**src/rtl/prog_loader_if.sv**
```systemverilog
// Byte-stream input and program-RAM write port of the program loader.
interface prog_loader_if #(
  parameter int unsigned AW = 8
) ();

  logic          in_valid;
  logic [7:0]    in_data;
  logic          in_ready;
  logic          mem_we;
  logic [AW-1:0] mem_addr;
  logic [7:0]    mem_data;

  // Upstream source and RAM side: drives bytes, observes writes
  modport master (
    output in_valid,
    output in_data,
    input  in_ready,
    input  mem_we,
    input  mem_addr,
    input  mem_data
  );

  // Loader side: consumes bytes, drives the RAM write port
  modport slave (
    input  in_valid,
    input  in_data,
    output in_ready,
    output mem_we,
    output mem_addr,
    output mem_data
  );

endinterface

```
**src/rtl/prog_loader.sv**
```systemverilog
// Program loader: parses SYNC/ADDR/LEN/data/CHK frames from a byte stream,
// writes the data bytes into program RAM, and releases the CPU from reset
// only after a frame whose checksum sums to zero.
module prog_loader #(
  parameter logic [7:0]  SYNC = 8'hA5,
  parameter int unsigned AW   = 8
) (
  input  logic         clk,
  input  logic         reset,
  prog_loader_if.slave bus,
  output logic         cpu_reset,
  output logic         busy,
  output logic         done,
  output logic         err
);

  typedef enum logic [2:0] {
    IDLE,
    GET_ADDR,
    GET_LEN,
    DATA,
    CHECK,
    WRITE_WAIT
  } state_t;

  state_t        state_q, state_d;
  logic [AW-1:0] ptr_q, ptr_d;
  logic [7:0]    cnt_q, cnt_d;
  logic [7:0]    sum_q, sum_d;
  logic          in_ready_q, in_ready_d;
  logic          mem_we_q, mem_we_d;
  logic [AW-1:0] mem_addr_q, mem_addr_d;
  logic [7:0]    mem_data_q, mem_data_d;
  logic          cpu_reset_q, cpu_reset_d;
  logic          busy_q, busy_d;
  logic          done_q, done_d;
  logic          err_q, err_d;

  logic          accept_c;
  logic [7:0]    sum_next_c;

  // A byte moves only when both sides agree in the same cycle
  assign accept_c   = bus.in_valid & in_ready_q;
  assign sum_next_c = sum_q + bus.in_data;

  assign bus.in_ready = in_ready_q;
  assign bus.mem_we   = mem_we_q;
  assign bus.mem_addr = mem_addr_q;
  assign bus.mem_data = mem_data_q;
  assign cpu_reset    = cpu_reset_q;
  assign busy         = busy_q;
  assign done         = done_q;
  assign err          = err_q;

  // State and output registers; reset aborts any frame in flight
  always_ff @(posedge clk or posedge reset) begin
    if (reset) begin
      state_q     <= IDLE;
      ptr_q       <= '0;
      cnt_q       <= '0;
      sum_q       <= '0;
      in_ready_q  <= 1'b0;
      mem_we_q    <= 1'b0;
      mem_addr_q  <= '0;
      mem_data_q  <= '0;
      cpu_reset_q <= 1'b1;
      busy_q      <= 1'b0;
      done_q      <= 1'b0;
      err_q       <= 1'b0;
    end else begin
      state_q     <= state_d;
      ptr_q       <= ptr_d;
      cnt_q       <= cnt_d;
      sum_q       <= sum_d;
      in_ready_q  <= in_ready_d;
      mem_we_q    <= mem_we_d;
      mem_addr_q  <= mem_addr_d;
      mem_data_q  <= mem_data_d;
      cpu_reset_q <= cpu_reset_d;
      busy_q      <= busy_d;
      done_q      <= done_d;
      err_q       <= err_d;
    end
  end

  // Frame parser: next state and next values of every registered output
  always_comb begin
    state_d     = state_q;
    ptr_d       = ptr_q;
    cnt_d       = cnt_q;
    sum_d       = sum_q;
    mem_we_d    = 1'b0;
    mem_addr_d  = mem_addr_q;
    mem_data_d  = mem_data_q;
    cpu_reset_d = cpu_reset_q;
    done_d      = done_q;
    err_d       = err_q;

    unique case (state_q)
      IDLE: begin
        // Anything other than the start byte is line noise and dropped
        if (accept_c && (bus.in_data == SYNC)) begin
          state_d     = GET_ADDR;
          done_d      = 1'b0;
          err_d       = 1'b0;
          cpu_reset_d = 1'b1;
          sum_d       = 8'h00;
        end
      end

      GET_ADDR: begin
        if (accept_c) begin
          ptr_d   = AW'(bus.in_data);
          sum_d   = sum_next_c;
          state_d = GET_LEN;
        end
      end

      GET_LEN: begin
        if (accept_c) begin
          cnt_d   = bus.in_data;
          sum_d   = sum_next_c;
          state_d = (bus.in_data == 8'h00) ? CHECK : DATA;
        end
      end

      DATA: begin
        // SYNC here is plain payload; the write strikes on the next cycle
        if (accept_c) begin
          mem_we_d   = 1'b1;
          mem_addr_d = ptr_q;
          mem_data_d = bus.in_data;
          ptr_d      = ptr_q + AW'(1);
          cnt_d      = cnt_q - 8'd1;
          sum_d      = sum_next_c;
          state_d    = WRITE_WAIT;
        end
      end

      WRITE_WAIT: begin
        // One dead cycle per data byte while the RAM write completes
        state_d = (cnt_q == 8'h00) ? CHECK : DATA;
      end

      CHECK: begin
        if (accept_c) begin
          sum_d   = sum_next_c;
          state_d = IDLE;
          if (sum_next_c == 8'h00) begin
            done_d      = 1'b1;
            cpu_reset_d = 1'b0;
          end else begin
            err_d       = 1'b1;
            cpu_reset_d = 1'b1;
          end
        end
      end

      default: begin
        state_d = IDLE;
      end
    endcase

    // Handshake and activity flags follow the state being entered
    in_ready_d = (state_d != WRITE_WAIT);
    busy_d     = (state_d != IDLE);
  end

endmodule
```
**src/flat_wrapper.sv**
```systemverilog
// flat-port wrapper written by rule: the top's interface ports become plain ports
module prog_loader_flat 
#(
  parameter logic [7:0]  SYNC = 8'hA5,
  parameter int unsigned AW   = 8
)
  (clk, reset, cpu_reset, busy, done, err, bus_in_valid, bus_in_data, bus_in_ready, bus_mem_we, bus_mem_addr, bus_mem_data);
  prog_loader_if #(.AW(AW)) bus_i ();
  input  logic clk;
  input  logic reset;
  output logic cpu_reset;
  output logic busy;
  output logic done;
  output logic err;
  input wire logic [$bits(bus_i.in_valid)-1:0] bus_in_valid;
  input wire logic [$bits(bus_i.in_data)-1:0] bus_in_data;
  output wire logic [$bits(bus_i.in_ready)-1:0] bus_in_ready;
  output wire logic [$bits(bus_i.mem_we)-1:0] bus_mem_we;
  output wire logic [$bits(bus_i.mem_addr)-1:0] bus_mem_addr;
  output wire logic [$bits(bus_i.mem_data)-1:0] bus_mem_data;
  assign bus_i.in_valid = bus_in_valid;
  assign bus_i.in_data = bus_in_data;
  assign bus_in_ready = bus_i.in_ready;
  assign bus_mem_we = bus_i.mem_we;
  assign bus_mem_addr = bus_i.mem_addr;
  assign bus_mem_data = bus_i.mem_data;
  prog_loader #(.SYNC(SYNC), .AW(AW)) u_core (.clk(clk), .reset(reset), .bus(bus_i), .cpu_reset(cpu_reset), .busy(busy), .done(done), .err(err));
endmodule
```
**config.mk**
```make
export PLATFORM = sky130hd
export DESIGN_NAME = prog_loader_flat
export DESIGN_NICKNAME = d
export VERILOG_FILES = /design/src/rtl/prog_loader_if.sv /design/src/rtl/prog_loader.sv /design/src/flat_wrapper.sv
export SDC_FILE = /design/constraint.sdc
export NUM_CORES = 1
export LEC_CHECK = 0
export CAP_MARGIN = 10
export CELL_PAD_IN_SITES_DETAIL_PLACEMENT = 0
export CELL_PAD_IN_SITES_GLOBAL_PLACEMENT = 2
export CORE_MARGIN = 4
export CORE_UTILIZATION = 32
export CTS_CLUSTER_DIAMETER = 80
export DETAILED_ROUTE_END_ITERATION = 16
export PLACE_DENSITY_LB_ADDON = 0.3
export SYNTH_ARGS = -nofsm -noshare
export SYNTH_HDL_FRONTEND = slang
export SYNTH_SLANG_ARGS = --single-unit
```
**constraint.sdc**
```tcl
create_clock -name clk -period 2.1 [get_ports clk]
set_input_delay 0.525 -clock clk [delete_from_list [all_inputs] [get_ports clk]]
set_output_delay 0.525 -clock clk [all_outputs]
set_load 0.01 [all_outputs]
```
[Word level (Yosys, flattened, before mapping)]
Index checks and enable logic that the tools add are counted.
Word-level totals
  word-level logic and storage cells: 78
  flip-flop bits (word level): 49
Cells by class
  bitwise operators: 1
  reductions and logical operators: 18
  eq/ne operators: 15
  multiplexer cells: 29
  $add $sub $neg: 3
Operator list (count)
  8-bit case mux with 2 select lines: 3
  8-bit two-way mux: 5
  8-bit zero test: 3
  3-bit two-way mux: 7
  3-bit case mux with 6 select lines: 1
  2-bit by 1-bit != test with 1-bit output (second input constant): 7
  3-bit AND reduction: 4
  1-bit two-way mux: 10
  8-bit by 1-bit adder with 8-bit output (second input constant): 1
  8-bit adder: 1
  8-bit == test (second input constant): 1
  4-bit AND reduction: 2
  2-bit nonzero test: 4
  8-bit by 1-bit subtractor with 8-bit output (second input constant): 1
  3-bit by 2-bit == test with 1-bit output (second input constant): 2
  3-bit == test (second input constant): 2
  1-bit case mux with 2 select lines: 3
  4-bit OR reduction: 1
  3-bit by 1-bit == test with 1-bit output (second input constant): 1
  3-bit zero test: 1
  3-bit != test (second input constant): 1
  3-bit nonzero test: 1
  2-bit != test (second input constant): 1
  2-bit AND reduction: 1
  other kinds (2): 2

[Longest topological paths before layout]
  word-level depth: 5
  gate-level depth with buffers: 7

[Least setup slack after synthesis]
OpenSTA, ideal clock, no wires.
  path type: in2reg
  start point: input bus_in_data[0]
  end point: register u_core.err_q (netlist: u_core.err)
  path buffers: 0
  setup time: 136 ps
  path slack: -134 ps
  arrival: 2097 ps
  stages: 7
  cell sequence: ha_1 -> fa_1 -> a211oi_1 -> nor2_1 -> xnor2_1 -> nor4b_2 -> a21oi_1
Between the ends
  cells in the longest elaborated chain, start to end: 4
Ends and longest elaborated chain
  start, declared: line flat_wrapper.sv:16  | input wire logic [$bits(bus_i.in_data)-1:0] bus_in_data;
  8-bit adder / 8-bit == test (equally long branches): line prog_loader.sv:44, prog_loader.sv:102
  8-bit zero test / 1-bit logical AND (equally long branches): line prog_loader.sv:149, prog_loader.sv:102
  2-bit != test (no source line) / 2-bit by 1-bit != test with 1-bit output (equally long branches)
  4-bit AND reduction (no source line) (*)
  end signal, assigned: line prog_loader.sv:82  | err_q <= err_d;
  end, declared: line prog_loader.sv:37  | logic err_q, err_d;
Mark *: on every way between the ends. The rest lies on a longest branch, timed or not.
A chain may end at the register's enable or synchronous reset.

[Worst setup path after layout]
  start point: input bus_in_data[2]
  end point: register u_core.done_q (netlist: u_core.done)
Between the ends
  cells in the longest elaborated chain, start to end: 4
Ends and longest elaborated chain
  8-bit adder / 8-bit == test (equally long branches): line prog_loader.sv:44, prog_loader.sv:102
  8-bit zero test / 1-bit logical AND (equally long branches): line prog_loader.sv:149, prog_loader.sv:102
  2-bit by 1-bit != test with 1-bit output (no source line)
  4-bit AND reduction (no source line) (*)
  end signal, assigned: line prog_loader.sv:81  | done_q <= done_d;
  end, declared: line prog_loader.sv:36  | logic done_q, done_d;
Marked as above.

==> impl_metrics.yaml <==
timing:
  whs_ns: 0.501
  final_max_slew_viol_count: 0
  rsz0062_at_grt: "true"
  fin_crit_ns: 2.12
  skew_ns: 0.0110
  relSlewSlack_pct: 60.4
  fmax_mhz: 472
  fin_ws_ns: -0.0170
  hold_violations: 0
  setup_viol: 2
  fin_crit_sh_pct: 101
  worstMarginPinSlew_ns: 0.589
die:
  initial_core_util_pct: 33.7
  die_h_um: 99.2
  die_area_um2: 9840
  design.core.area_um2: 7890
  ios: 33
  row_count: 32
  die_width_um: 99.2
placed_design:
  dp.final_hpwl_mm: 5.76
  gp_congestion: 0.829
  dp_cells: 440
  io_buffer_count: 32
route:
  first_pass_iters: 6
  via_count: 2400
  wirelength_mm: 7.75
  antenna_left: 0
  dr.first_iter.drc_count: 78
  wire_per_inst_um: 17.0
  detail_route.vias_per_cell: 5.27
  drc_errors: 0
pwr:
  p_leak_nw: 1.66
  cellPowerDensity_nw_per_um2: 1320
  ir_drop_mv: 0.519
run_status:
  violations: "setup timing"
  status: "complete, but fails checks"
layout:
  syn_to_final_growth_pct: 39.5
  instances_no_fill: 455
  nFillCells: 748
  layout_commonest_cell: "buf_4"
  mostFrequentLayoutCells: "buf_4, dfrtp_1, clkdlybuf4s50_1"
  nNetsFinal: 373
  regArea_um2: 1230
  multi_input_area_um2: 1460
  diodes: 0
  drive_above_1_share_pct: 30.0
critical_path:
  crit_path_start_kind: "input pin"
  slowest_delay_ns: 0.41
  cp_slowest_cell: "ha_2"
  crit_path_end_kind: "flop"
  critPathBufInv: 2
  crit_fanout: 4
  crit_arrival_ns: 2.32
  setup.worst_path.class: "input pin to flop"
  critical-path-top-delay-family: "compound AO/OA/AOI/OAI gates"
  crit_path_cell_trace: "dlygate4sd2_1, ha_2, o21a_1, nor4b_2, o21a_1, nor4b_2, buf_4, a21bo_1"
  crit_required_ns: 2.30
run:
  cap_violations: 0
grt:
  use_met1_pct: 22.3
  antenna_found_initial: 0
  grtUsageTotal_pct: 16.6
  met3_usage_pct: 2.59
  grt_first_pass_wirelength_mm: 12.9
  busiest_layer: "met2"
  grt_overflow: 0
  grt_pass1_vias: 2484
  met2_usage_pct: 26.2
  grt_start_max_net_pins: 21
synthesis:
  synth_cell_types: 57
  synth_area_um2: 2660
  synth_seq_cells: 49
  syn_inst: 264
  dominantRegCellSynth: "dfrtp_1"
  synth-seq-area-share_pct: 46.1
  synth_top_area_share_pct: 45.2
  synth_edf_count: 0
  syn-num-nets: 285
  async_reset_ff_share_pct: 100
  synth_area_leaders: "dfrtp_1, mux2_2, ha_1, a21oi_1, o21ai_0"
  syn_area_per_cell_um2: 10.1
  yosysTopAreaCell: "dfrtp_1"
  yosysWarnings: 0
clocking:
  clock_path_buffers: 2
  cts_tree: "built"
  path_clk_slew_ns: 0.10
  h-tree-depth: 2
  clkLatencyLatePin_ns: 0.31
  numCtsBuffers: 5
  root_buffer: "clkbuf_8"
  clock_sinks: 49
hold_path:
  hold_path_class: "flop to flop"
cell type report:
class / instances / share of cell area (%)
inverters: 9 / 0.910
well taps: 102 / 3.44
flip-flops and latches: 49 / 33.1
repair buffers: 90 / 20.9
clock buffers: 5 / 1.85
clock inverters: 3 / 0.573
multi-input cells: 197 / 39.2
registers in the layout, indices dropped and copies added (netlist names):
| signal | count |
|---|---|
| u_core.state_q | 3 |
| u_core.done | 1 |
| u_core.ptr_q | 8 |
| u_core.err | 1 |
| u_core.bus.mem_addr | 8 |
| u_core.cpu_reset | 1 |
| u_core.cnt_q | 8 |
| u_core.busy | 1 |
| u_core.bus.mem_we | 1 |
| u_core.bus.in_ready | 1 |
| u_core.bus.mem_data | 8 |
| u_core.sum_q | 8 |
layer usage:
| metal | vias to the layer above | routed length, µm |
|---|---|---|
| li1 | 1158 | - |
| met1 | 1179 | 3710 |
| met2 | 49 | 3580 |
| met3 | 14 | 229 |
| met4 | 0 | 237 |
| met5 | - | 0 |
worst register-to-register path: stages, from the launching register on:
cell and delay (ns):
dfrtp_1 0.42, ha_4 0.19, fa_2 0.37, a211oi_4 0.27, buf_4 0.15, o211ai_1 0.12, o2111ai_2 0.15, nor3b_2 0.09
a21bo_1 0.19
power by group:
part           total (mW)  internal, mW  switching (mW)
clock network       0.586         0.237           0.349
logic                2.63          1.39            1.24
registers            1.69          1.34           0.348
cells in the mapped netlist (all sizes together) (4+ instances only):
master and count:
a211oi 4, a21oi 22, a22o 6, a31oi 5, clkbuf 6, dfrtp 48
ha 9, inv 9, mux2 16, nand2 20, nand3 8, nor2 26
nor3 6, nor3b 4, nor4 4, o21ai 21
timing repair:
action                     in CTS  in global routing
hold buffers                    0                  0
buffers inserted                6                  1
pin swaps                      10                  3
setup endpoints to repair      12                  7
cloned                          0                  0
gates resized for setup        24                  6
cell families (layout without fill, tap and decap cells):
kind of cell / Yosys count / in the layout / synth area share (%)
flops: 49 / 49 / 46.1
buf+inv: 18 / 107 / 3.06
xor+xnor: 4 / 4 / 1.32
mux: 16 / 16 / 6.77
fa+ha+maj: 10 / 10 / 4.99
simple gates: 84 / 84 / 17.4
compound gates: 83 / 83 / 20.3
per-stage QoR:
step	area (µm²)	util (%)	TNS (ns)	setup slack [ns]	power, mW
floorplan	2670	-	0	0.0105	3.00
detailed placement	3460	43.9	-7.16	-0.655	4.07
global placement	3460	43.9	-7.23	-0.615	4.05
CTS	3680	46.7	0	0.00276	4.85
global route	3710	47.0	-0.334	-0.119	5.28
finish	3710	47.0	-0.0302	-0.0170	4.91
final timing paths:
kind,from,end,slack [ns],cells after the start
worst max-delay path,bus_in_data[2],u_core.done,-0.02,8
worst min-delay path,u_core.bus.mem_addr[3],u_core.bus.mem_addr[3],0.50,1
worst max register to register,u_core.sum_q[0],u_core.done,0.03,8
worst min register to register,u_core.bus.mem_addr[3],u_core.bus.mem_addr[3],0.50,1
max in group asynchronous,reset,u_core.ptr_q[1],1.09,3
min in group asynchronous,reset,u_core.cnt_q[0],0.52,2
(Power assumes the default switching activity.)
==> RTL edit, RTL diff (same settings) <==
`AW` is set to 8 in 3 places; all go to 6.
--- a/src/rtl/prog_loader_if.sv
+++ b/src/rtl/prog_loader_if.sv
@@ -2,3 +2,3 @@
 interface prog_loader_if #(
-  parameter int unsigned AW = 8
+  parameter int unsigned AW = 6
 ) ();
--- a/src/rtl/prog_loader.sv
+++ b/src/rtl/prog_loader.sv
@@ -5,3 +5,3 @@
   parameter logic [7:0]  SYNC = 8'hA5,
-  parameter int unsigned AW   = 8
+  parameter int unsigned AW   = 6
 ) (
--- a/src/flat_wrapper.sv
+++ b/src/flat_wrapper.sv
@@ -4,3 +4,3 @@
   parameter logic [7:0]  SYNC = 8'hA5,
-  parameter int unsigned AW   = 8
+  parameter int unsigned AW   = 6
 )
Interface: changed (resized bus_mem_addr); port bits go from 33 to 31. No check against the original RTL was run, so the function may have changed too.
==> RTL edit against the unedited design <==
Final area is 14% lower; wire length is 21% lower; sequential cell count is 4 lower; core utilization is 2.7 points lower; final cell count is 12% lower; total power is 10% lower; first-iteration DRC count is 15% lower; synthesized area is 12% lower; setup slack better by 0.034 ns; critical path type is now reg -> reg.
==> RTL edit: results (changes against the unedited design) <==
Final Skew 0.00929 ns (was 0.0110 ns); Seq/Total Area, Yosys 47.9% (was 46.1%); Avg Vias per Cell 4.91 (was 5.27); Resize count post-CTS 15 (was 24); GR Util met3 2.64% (was 2.59%); Rel. slew slack 69.8% (was 60.4%); Fin Hold WS 0.508 ns (was 0.501 ns); fillers 740 (was 748); post-place setup slack -0.735 ns (was -0.655 ns); M1 WL 2.95 mm (was 3.71 mm); Final Wtd Congestion 0.779 (was 0.829); non-clock buffer share of cell area 18.1% (was 20.9%); Signal inverters 7 (was 9); crit path kind reg -> reg (was in -> reg); status finished, final reports clean (was finished with violations); placed inst area 3050 um^2 (was 3460 um^2); synth unique cells 43 (was 57); # port buffers 30 (was 32); ratio of cells with drive above 1 in the final layout 25.4% (was 30.0%); FF+latch count 45 (was 49); total track usage 15.1% (was 16.6%); sequential share of power 35.6% (was 34.4%); final wirelength 6.11 mm (was 7.75 mm); Commonest cells post-synth dfrtp_1, o21ai_0, a21oi_1, nand2_1, nor2_1 (was dfrtp_1, nor2_1, a21oi_1, nand2_1, o21ai_0); met3 WL 162 um (was 229 um); Sw Share 36.8% (was 39.5%); Leak Pwr 1.37 nW (was 1.66 nW); top cells by area, synth dfrtp_1, mux2_2, ha_1 (unchanged); Worst Path Max Fanout 3 (was 4); global-route wire length before repair 10.5 mm (was 12.9 mm); met2 Use GR 25.7% (was 26.2%); HPWL Detailed 4.62 mm (was 5.76 mm); Post-CTS Setup Inserts 0 (was 6); Syn Area/Cell 9.97 um^2 (was 10.1 um^2); Pwr per Cell Area 1380 nW/um^2 (was 1320 nW/um^2); fin nets 324 (was 373)
[RTL edit: changes by cell type after synthesis, moves of 3 or more]
cell and change:
a211oi_1 -3, and3_1 +3, dfrtp_1 -4, mux2_1 -3, nor2_1 -6, nor3b_1 -3, nor4_1 +3, xor2_1 +3
[RTL edit: through the flow]
| stage | cells | power, mW | TNS (ns) |
|---|---|---|---|
| finish | 402 | 4.42 | 0 |
| global route | 402 | 4.80 | -0.141 |
| CTS | 402 | 4.42 | -0.0345 |
| detailed placement | 395 | 3.71 | -5.12 |
| global placement | 395 | 3.67 | -5.00 |
| floorplan | 236 | 2.76 | -0.0846 |
[RTL edit: cells by family (layout without fill, tap and decap cells)]
kind of cell,Yosys count,count (layout),share of synthesized area [%]
compound gates,68,68,17.8
xor+xnor,7,7,2.61
fa+ha+maj,10,10,5.64
buf+inv,15,82,2.71
flops,45,45,47.9
mux,15,15,7.18
simple gates,76,76,16.2
